$ cat src/rtl/fetch_sequencer.sv
// Fetch-stage controller: owns PCF, drives a variable-latency instruction memory
// over req/ack, and loads the IF/ID register under stall and redirect control.
module fetch_sequencer #(
   parameter logic [31:0] RESET_PC = 32'h00000000
) (
   input  logic        clk,
   input  logic        rst,
   input  logic        StallD,
   input  logic        PCSrcE,
   input  logic [31:0] PCTargetE,
   output logic        imem_req,
   output logic [31:0] imem_addr,
   input  logic        imem_ack,
   input  logic [31:0] imem_rdata,
   output logic [31:0] InstrD,
   output logic [31:0] PCD,
   output logic [31:0] PCPlus4D,
   output logic        ValidD,
   output logic        fetch_busy,
   output logic [1:0]  fsmState
);

   // Memory handshake: imem_req/imem_addr come from registered state only. Once
   // imem_req rises it stays high with a stable address until imem_ack is seen on
   // a rising edge; imem_ack and imem_rdata are ignored whenever imem_req is low.

   localparam logic [1:0] IDLE    = 2'd0;
   localparam logic [1:0] REQ     = 2'd1;
   localparam logic [1:0] HOLD    = 2'd2;
   localparam logic [1:0] DISCARD = 2'd3;

   logic [1:0]  state;
   logic [1:0]  stateNext;
   logic [31:0] pcF;
   logic [31:0] pcNext;
   logic [31:0] pcPlus4F;
   logic [31:0] staleAddr;

   logic        skidValid;
   logic [31:0] skidInstr;
   logic [31:0] skidPc;

   logic        loadFetch;
   logic        loadSkid;
   logic        captureSkid;
   logic        clearSkid;
   logic        bubble;
   logic        latchStale;

   assign pcPlus4F   = pcF + 32'd4;
   assign imem_req   = (state == REQ) || (state == DISCARD);
   // While discarding, the outstanding request keeps its original address even
   // though PCF already holds the redirect target.
   assign imem_addr  = (state == DISCARD) ? staleAddr : pcF;
   assign fetch_busy = imem_req;
   assign fsmState   = state;

   always_comb begin
      stateNext   = state;
      pcNext      = pcF;
      loadFetch   = 1'b0;
      loadSkid    = 1'b0;
      captureSkid = 1'b0;
      clearSkid   = 1'b0;
      bubble      = 1'b0;
      latchStale  = 1'b0;
      if (PCSrcE) begin
         pcNext     = PCTargetE;
         bubble     = 1'b1;
         clearSkid  = 1'b1;
         stateNext  = (imem_req && !imem_ack) ? DISCARD : REQ;
         latchStale = (state == REQ) && !imem_ack;
      end else begin
         case (state)
            IDLE: stateNext = REQ;
            REQ: begin
               if (imem_ack) begin
                  pcNext = pcPlus4F;
                  if (StallD) begin
                     captureSkid = 1'b1;
                     stateNext   = HOLD;
                  end else begin
                     loadFetch = 1'b1;
                  end
               end else if (!StallD) begin
                  bubble = 1'b1;
               end
            end
            HOLD: begin
               if (!StallD) begin
                  loadSkid  = 1'b1;
                  clearSkid = 1'b1;
                  stateNext = REQ;
               end
            end
            DISCARD: begin
               if (imem_ack) stateNext = REQ;
               if (!StallD) bubble = 1'b1;
            end
            default: stateNext = IDLE;
         endcase
      end
   end

   always_ff @(posedge clk or posedge rst) begin
      if (rst) begin
         state <= IDLE;
         pcF   <= RESET_PC;
      end else begin
         state <= stateNext;
         pcF   <= pcNext;
      end
   end

   always_ff @(posedge clk or posedge rst) begin
      if (rst) begin
         staleAddr <= 32'd0;
      end else if (latchStale) begin
         staleAddr <= pcF;
      end
   end

   always_ff @(posedge clk or posedge rst) begin
      if (rst) begin
         skidValid <= 1'b0;
         skidInstr <= 32'd0;
         skidPc    <= 32'd0;
      end else if (captureSkid) begin
         skidValid <= 1'b1;
         skidInstr <= imem_rdata;
         skidPc    <= pcF;
      end else if (clearSkid) begin
         skidValid <= 1'b0;
      end
   end

   always_ff @(posedge clk or posedge rst) begin
      if (rst) begin
         InstrD   <= 32'd0;
         PCD      <= 32'd0;
         PCPlus4D <= 32'd0;
         ValidD   <= 1'b0;
      end else if (bubble) begin
         ValidD <= 1'b0;
      end else if (loadFetch) begin
         InstrD   <= imem_rdata;
         PCD      <= pcF;
         PCPlus4D <= pcPlus4F;
         ValidD   <= 1'b1;
      end else if (loadSkid) begin
         InstrD   <= skidInstr;
         PCD      <= skidPc;
         PCPlus4D <= skidPc + 32'd4;
         ValidD   <= skidValid;
      end
   end

endmodule

$ cat config.mk
export PLATFORM = sky130hd
export DESIGN_NAME = fetch_sequencer
export DESIGN_NICKNAME = d
export VERILOG_FILES = /design/src/rtl/fetch_sequencer.sv
export SDC_FILE = /design/constraint.sdc
export NUM_CORES = 1
export LEC_CHECK = 0
export CAP_MARGIN = 20
export CORE_UTILIZATION = 45
export CTS_BUF_LIST = sky130_fd_sc_hd__clkbuf_2
export CTS_CLUSTER_SIZE = 24
export DETAILED_ROUTE_END_ITERATION = 10
export DONT_BUFFER_PORTS = 1
export PLACE_DENSITY = 0.6
export SLEW_MARGIN = 0
export SYNTH_ARGS = -nofsm -noshare
export SYNTH_HDL_FRONTEND = slang
export SYNTH_SLANG_ARGS = --single-unit
$ cat constraint.sdc
create_clock -name clk -period 13.71 [get_ports clk]
set_clock_uncertainty 0.05 [all_clocks]
set_input_delay 1.371 -clock clk [delete_from_list [all_inputs] [get_ports clk]]
set_output_delay 1.371 -clock clk [all_outputs]
set_load 0.02 [all_outputs]
---- Word-level counts from Yosys, hierarchy flattened ----
Index checks and enable logic that the tools add are counted.
cells by class
  reductions and logical operators ........ 13
  muxes and demuxes ....................... 37
  eq/ne operators ......................... 7
  add/sub/neg operators ................... 2
  bitwise logic cells ..................... 1
operators with widths
  kind                                           count
  two-way mux 32 bit                             10
  adder 32 x 3 -> 32 bit, second input constant  2
  two-way mux 1 bit                              19
  two-way mux 2 bit                              6
  inequality test 3 bit, second input constant   4
  case mux 2 bit (4 select lines)                1
  nonzero test 2 bit                             4
  == test 2 bit, second input constant           2
  AND reduction 2 bit                            2
  AND reduction 4 bit                            1
  nonzero test 3 bit                             1
  == test 2 x 1 -> 1 bit, second input constant  1
  logical AND 1 bit                              2
  zero test 2 bit                                1
  case mux 1 bit (2 select lines)                1
  zero test 1 bit                                1
  logical OR 1 bit                               1
  inverter 1 bit                                 1
word-level totals
  register bits after elaboration ......... 228
  output and inout port bits .............. 133
  logic and storage cells ................. 70
  input port bits ......................... 69

---- Depth between registers and ports, before layout ----
  word-level depth ........................ 6
  gate-level depth with buffers ........... 8
  gate-level depth less buffers ........... 6

---- Least setup slack after synthesis ----
No wires, ideal clock.
  path type ............................... input to register
  from .................................... input StallD
  to ...................................... register skidPc[0]
  data arrival time ....................... 2903 ps
  stages on the path ...................... 7
  setup time .............................. 125 ps
  required time ........................... 13535 ps
  buffers on the path ..................... 4
  setup slack ............................. 10633 ps
  path through ............................ clkbuf_1 nor2b_1 and2_1 clkbuf_1 buf_2 clkbuf_1 mux2_2
between the ends
  cells in the longest elaborated chain, start to end .. 4
RTL lines
  item                  RTL line  RTL
  start, declared       8         input logic StallD,
  two-way mux 1 bit     79        if (StallD) begin
  two-way mux 1 bit     77        if (imem_ack) begin
  two-way mux 1 bit     74        case (state)
  two-way mux 1 bit     67        if (PCSrcE) begin
  end signal, assigned  131       skidPc <= pcF;
  end, declared         41        logic [31:0] skidPc;
No other way between the ends.
A chain may end at the register's enable or synchronous reset.

---- Worst setup path after layout ----
  from .................................... register state[0], in the netlist fsmState[0]
  to ...................................... output imem_addr[17]
between the ends
  cells in the longest elaborated chain, start to end .. 2
RTL lines
  item                    RTL line  RTL
  start, declared         32        logic [1:0] state;
  start signal, assigned  110       state <= stateNext;
  == test 2 bit           54        assign imem_addr = (state == DISCARD) ? staleAddr : pcF;
  two-way mux 32 bit      54
  end, declared           12        output logic [31:0] imem_addr,
No other way between the ends.

==> metrics <==
most instantiated cells after synthesis 226 x dfrtp_1, 194 x nand2_1, 127 x mux2_2; routed len/inst about 20 um; Final Cycle Share 0.332; worst hold path class input port to asynchronous set/reset pin; Iter 0 DRT Violations a little under 600; Total Routed Length about 29 mm; post-DP HPWL roughly 19 mm; Synth top area share 0.507; Leak 4.90 nW; Max Freq 220 MHz; part of the power in combinational logic 0.184; Synth Area per Inst about 9.8 um^2; mapped cell area 11200 um^2; Final Hold Violating Endpoints 0; xor/xnor cell area share of the yosys netlist 0.0581; Synth cell types 54; clk buf depth 3; initial antenna violation count 1; Setup violations, final 0; GR Overflow Total 0; Tot GR Track Use 0.232; number of flops mapped to enable cells by yosys 0; max cap viols 0; final net count 1173; TritonCTS sink count 226; Critical Path, Cell by Cell nand2_2, mux2_2; register area share after synthesis 0.507; Main synth FF type dfrtp_1; startpoint types flip-flop; Slew @ Worst Pin ~1100 ps; worst skew pair latency between 800 and 900 ps; CTS Hold Bufs 0; R2R Setup Slk 10490 ps; Synth Area in Adders 0.00224; Syn Inst Count 1133; vias after detailed routing 8295; postcts setup bufs 0; simple-gate share of the synthesized area 0.165; Flop pwr share 0.581; worst r2r src fsmState[0]; flops & latches, synth about 230; GP Congestion 0.834; setup TNS 0 ps; Pwr Density approximately 170 nW/um^2; critical path arrival between 3000 and 4000 ps; synth warn 0; Reg2Reg Depth 6; outcome finished, final reports clean; slowest CP cell dfrtp_1; vias per cell roughly 5.7; RSZ-0062 raised after global routing no; die width 159 um; post-synthesis mux area share 0.134; compound-cell area share of the yosys netlist 0.0917; VDD IR max about 0.069 mV; Remaining DRCs 0; TritonCTS clock tree yes; Synth area leader dfrtp_1; vias in the first global route between 8000 and 9000; Rel. slew slack 0.275; CTS root buffer clkbuf_2; die area between 20000 and 30000 um^2; slowest stage delay, CP around 890 ps; first-pass GRT wire length about 46 mm; Placed Cells about 1400; htree depth 2; top-count cell post-synth dfrtp_1; first-pass detailed-route iteration total 5; Crit Reg-Reg Endpoint PCPlus4D[17]; share of layout cells above drive strength 1 0.218; die height 159 um; critical path capture point type output port; total CTS buffers about 60; Clock Pin Slew Worst Setup and Hold Paths 100 ps; largest net degree at the start of global routing 84; PortBufs 0; P_int 0.00122 W; CP required around 12000 ps; area delta synth->final 5.98%; Hold Slack ~370 ps; I/O pins between 200 and 250; PostCTS Resize Cnt 0; crit path kind flip-flop to output port; Filler cells around 2300; async set-reset flop share out of synthesis 1.00; fin crit period between 4000 and 5000 ps; top cells by area, synth dfrtp_1 51%, mux2_2 13%, nand2_1 6.5%, a31oi_1 3.5%, nor2_1 3.3%; Initial Utilization 0.459; switch share 0.385; largest family of logic cells by synthesized area simple AND/OR/NAND/NOR gates; final cell count without fillers between 1000 and 1500; Routed Antenna Nets 0; CP max FO 32; Slew Limit Fails 0; Net Count, Synth roughly 1200; clock power share 0.235; NetSw 0.000762 W; Core ar. between 20000 and 25000 um^2; row cnt between 50 and 60
## worst max path at each step
stage | endpoint | cells after the start | slack, ps | from
2_1_floorplan | InstrD[0] | 1 | 6100 | rst
3_3_place_gp | imem_addr[17] | 2 | 10020 | fsmState[0]
3_5_place_dp | imem_addr[17] | 2 | 10000 | fsmState[0]
4_1_cts | imem_addr[17] | 2 | 9000 | fsmState[0]
5_1_grt | imem_addr[15] | 2 | 8870 | fsmState[0]
6_report | imem_addr[17] | 2 | 9160 | fsmState[0]
## power by group through the flow
stage	clock network, W	registers, W	logic [W]
global placement	0	0.00116	0.000356
finish	0.000466	0.00115	0.000364
detailed placement	0	0.00117	0.000367
floorplan	0	0.00108	0.000349
CTS	0.000485	0.00115	0.000368
global route	0.000519	0.00118	0.000412
## per-layer routing
metal	vias to the layer above	GRT usage	share of wire
met3	65	0.0716	0.082
met1	4031	0.306	0.44
met4	0	0.0800	0.022
met5	-	0	0
li1	3903	-	-
met2	296	0.363	0.46
## flip-flops by register name, indices dropped and copies added, names as in the netlist
| name | cells |
|---|---|
| InstrD | 32 |
| PCD | 32 |
| pcF | 32 |
| skidInstr | 32 |
| skidPc | 32 |
| staleAddr | 32 |
| PCPlus4D | 30 |
| fsmState | 2 |
| ValidD | 1 |
| skidValid | 1 |
## area by class of cell
| type | instances | area (um^2) | share of cell area |
|---|---|---|---|
| multi-input combinational | 791 | 5080 | 0.430 |
| inverter | 10 | 45.0 | 0.00381 |
| clock buffer | 90 | 450 | 0.0381 |
| tap | 324 | 405 | 0.0343 |
| clock inverter | 9 | 60.1 | 0.00508 |
| sequential | 226 | 5660 | 0.478 |
| timing repair buffer | 14 | 123 | 0.0104 |
| antenna | 1 | 2.50 | 0.000212 |
## stage by stage
step                      area [um^2]  utilization  power (W)  setup WS [ps]
after global routing            11800        0.486    0.00211           8870
after detailed placement        11300        0.464    0.00153          10000
after CTS                       11800        0.485    0.00201           9000
after global placement          11300        0.464    0.00152          10020
final                           11800        0.486    0.00198           9160
after floorplan                 11200            -    0.00143           6100
## cell usage in the layout, fill, tap and decap left out, drive strengths merged, types with 3 or more instances in the layout
master	synthesis	layout
nand3	33	33
o211ai	4	4
clkbuf	78	90
nor2b	3	3
mux2i	6	6
o22ai	3	3
a31oi	62	62
mux2	127	127
nor3	22	22
inv	10	11
xor2	33	33
o21ai	58	58
or4	7	7
clkinv	0	7
a221o	5	5
nor4	13	13
nand2	194	194
nand4	25	25
and3	6	6
a21oi	16	16
and2	3	3
xnor2	41	41
dfrtp	226	226
and4	4	4
nor2	98	98
buf	28	14
## cell families (layout without fill, tap and decap cells)
| kind of cell | count (synthesis) | after routing |
|---|---|---|
| DFF | 226 | 226 |
| other | 0 | 1 |
| and+or+nand+nor | 414 | 414 |
| muxes | 133 | 133 |
| adders and majority gates | 2 | 2 |
| buffers and inverters | 116 | 123 |
| AOI/OAI and AO/OA | 168 | 168 |
| xor gates and xnor gates | 74 | 74 |
## critical path: cells and delay by family, from the launching register on
family	cells	cell delay, ps
mux	1	590
simple gates	1	780
flops	1	890
No activity file was read; power rests on OpenSTA's default activity.
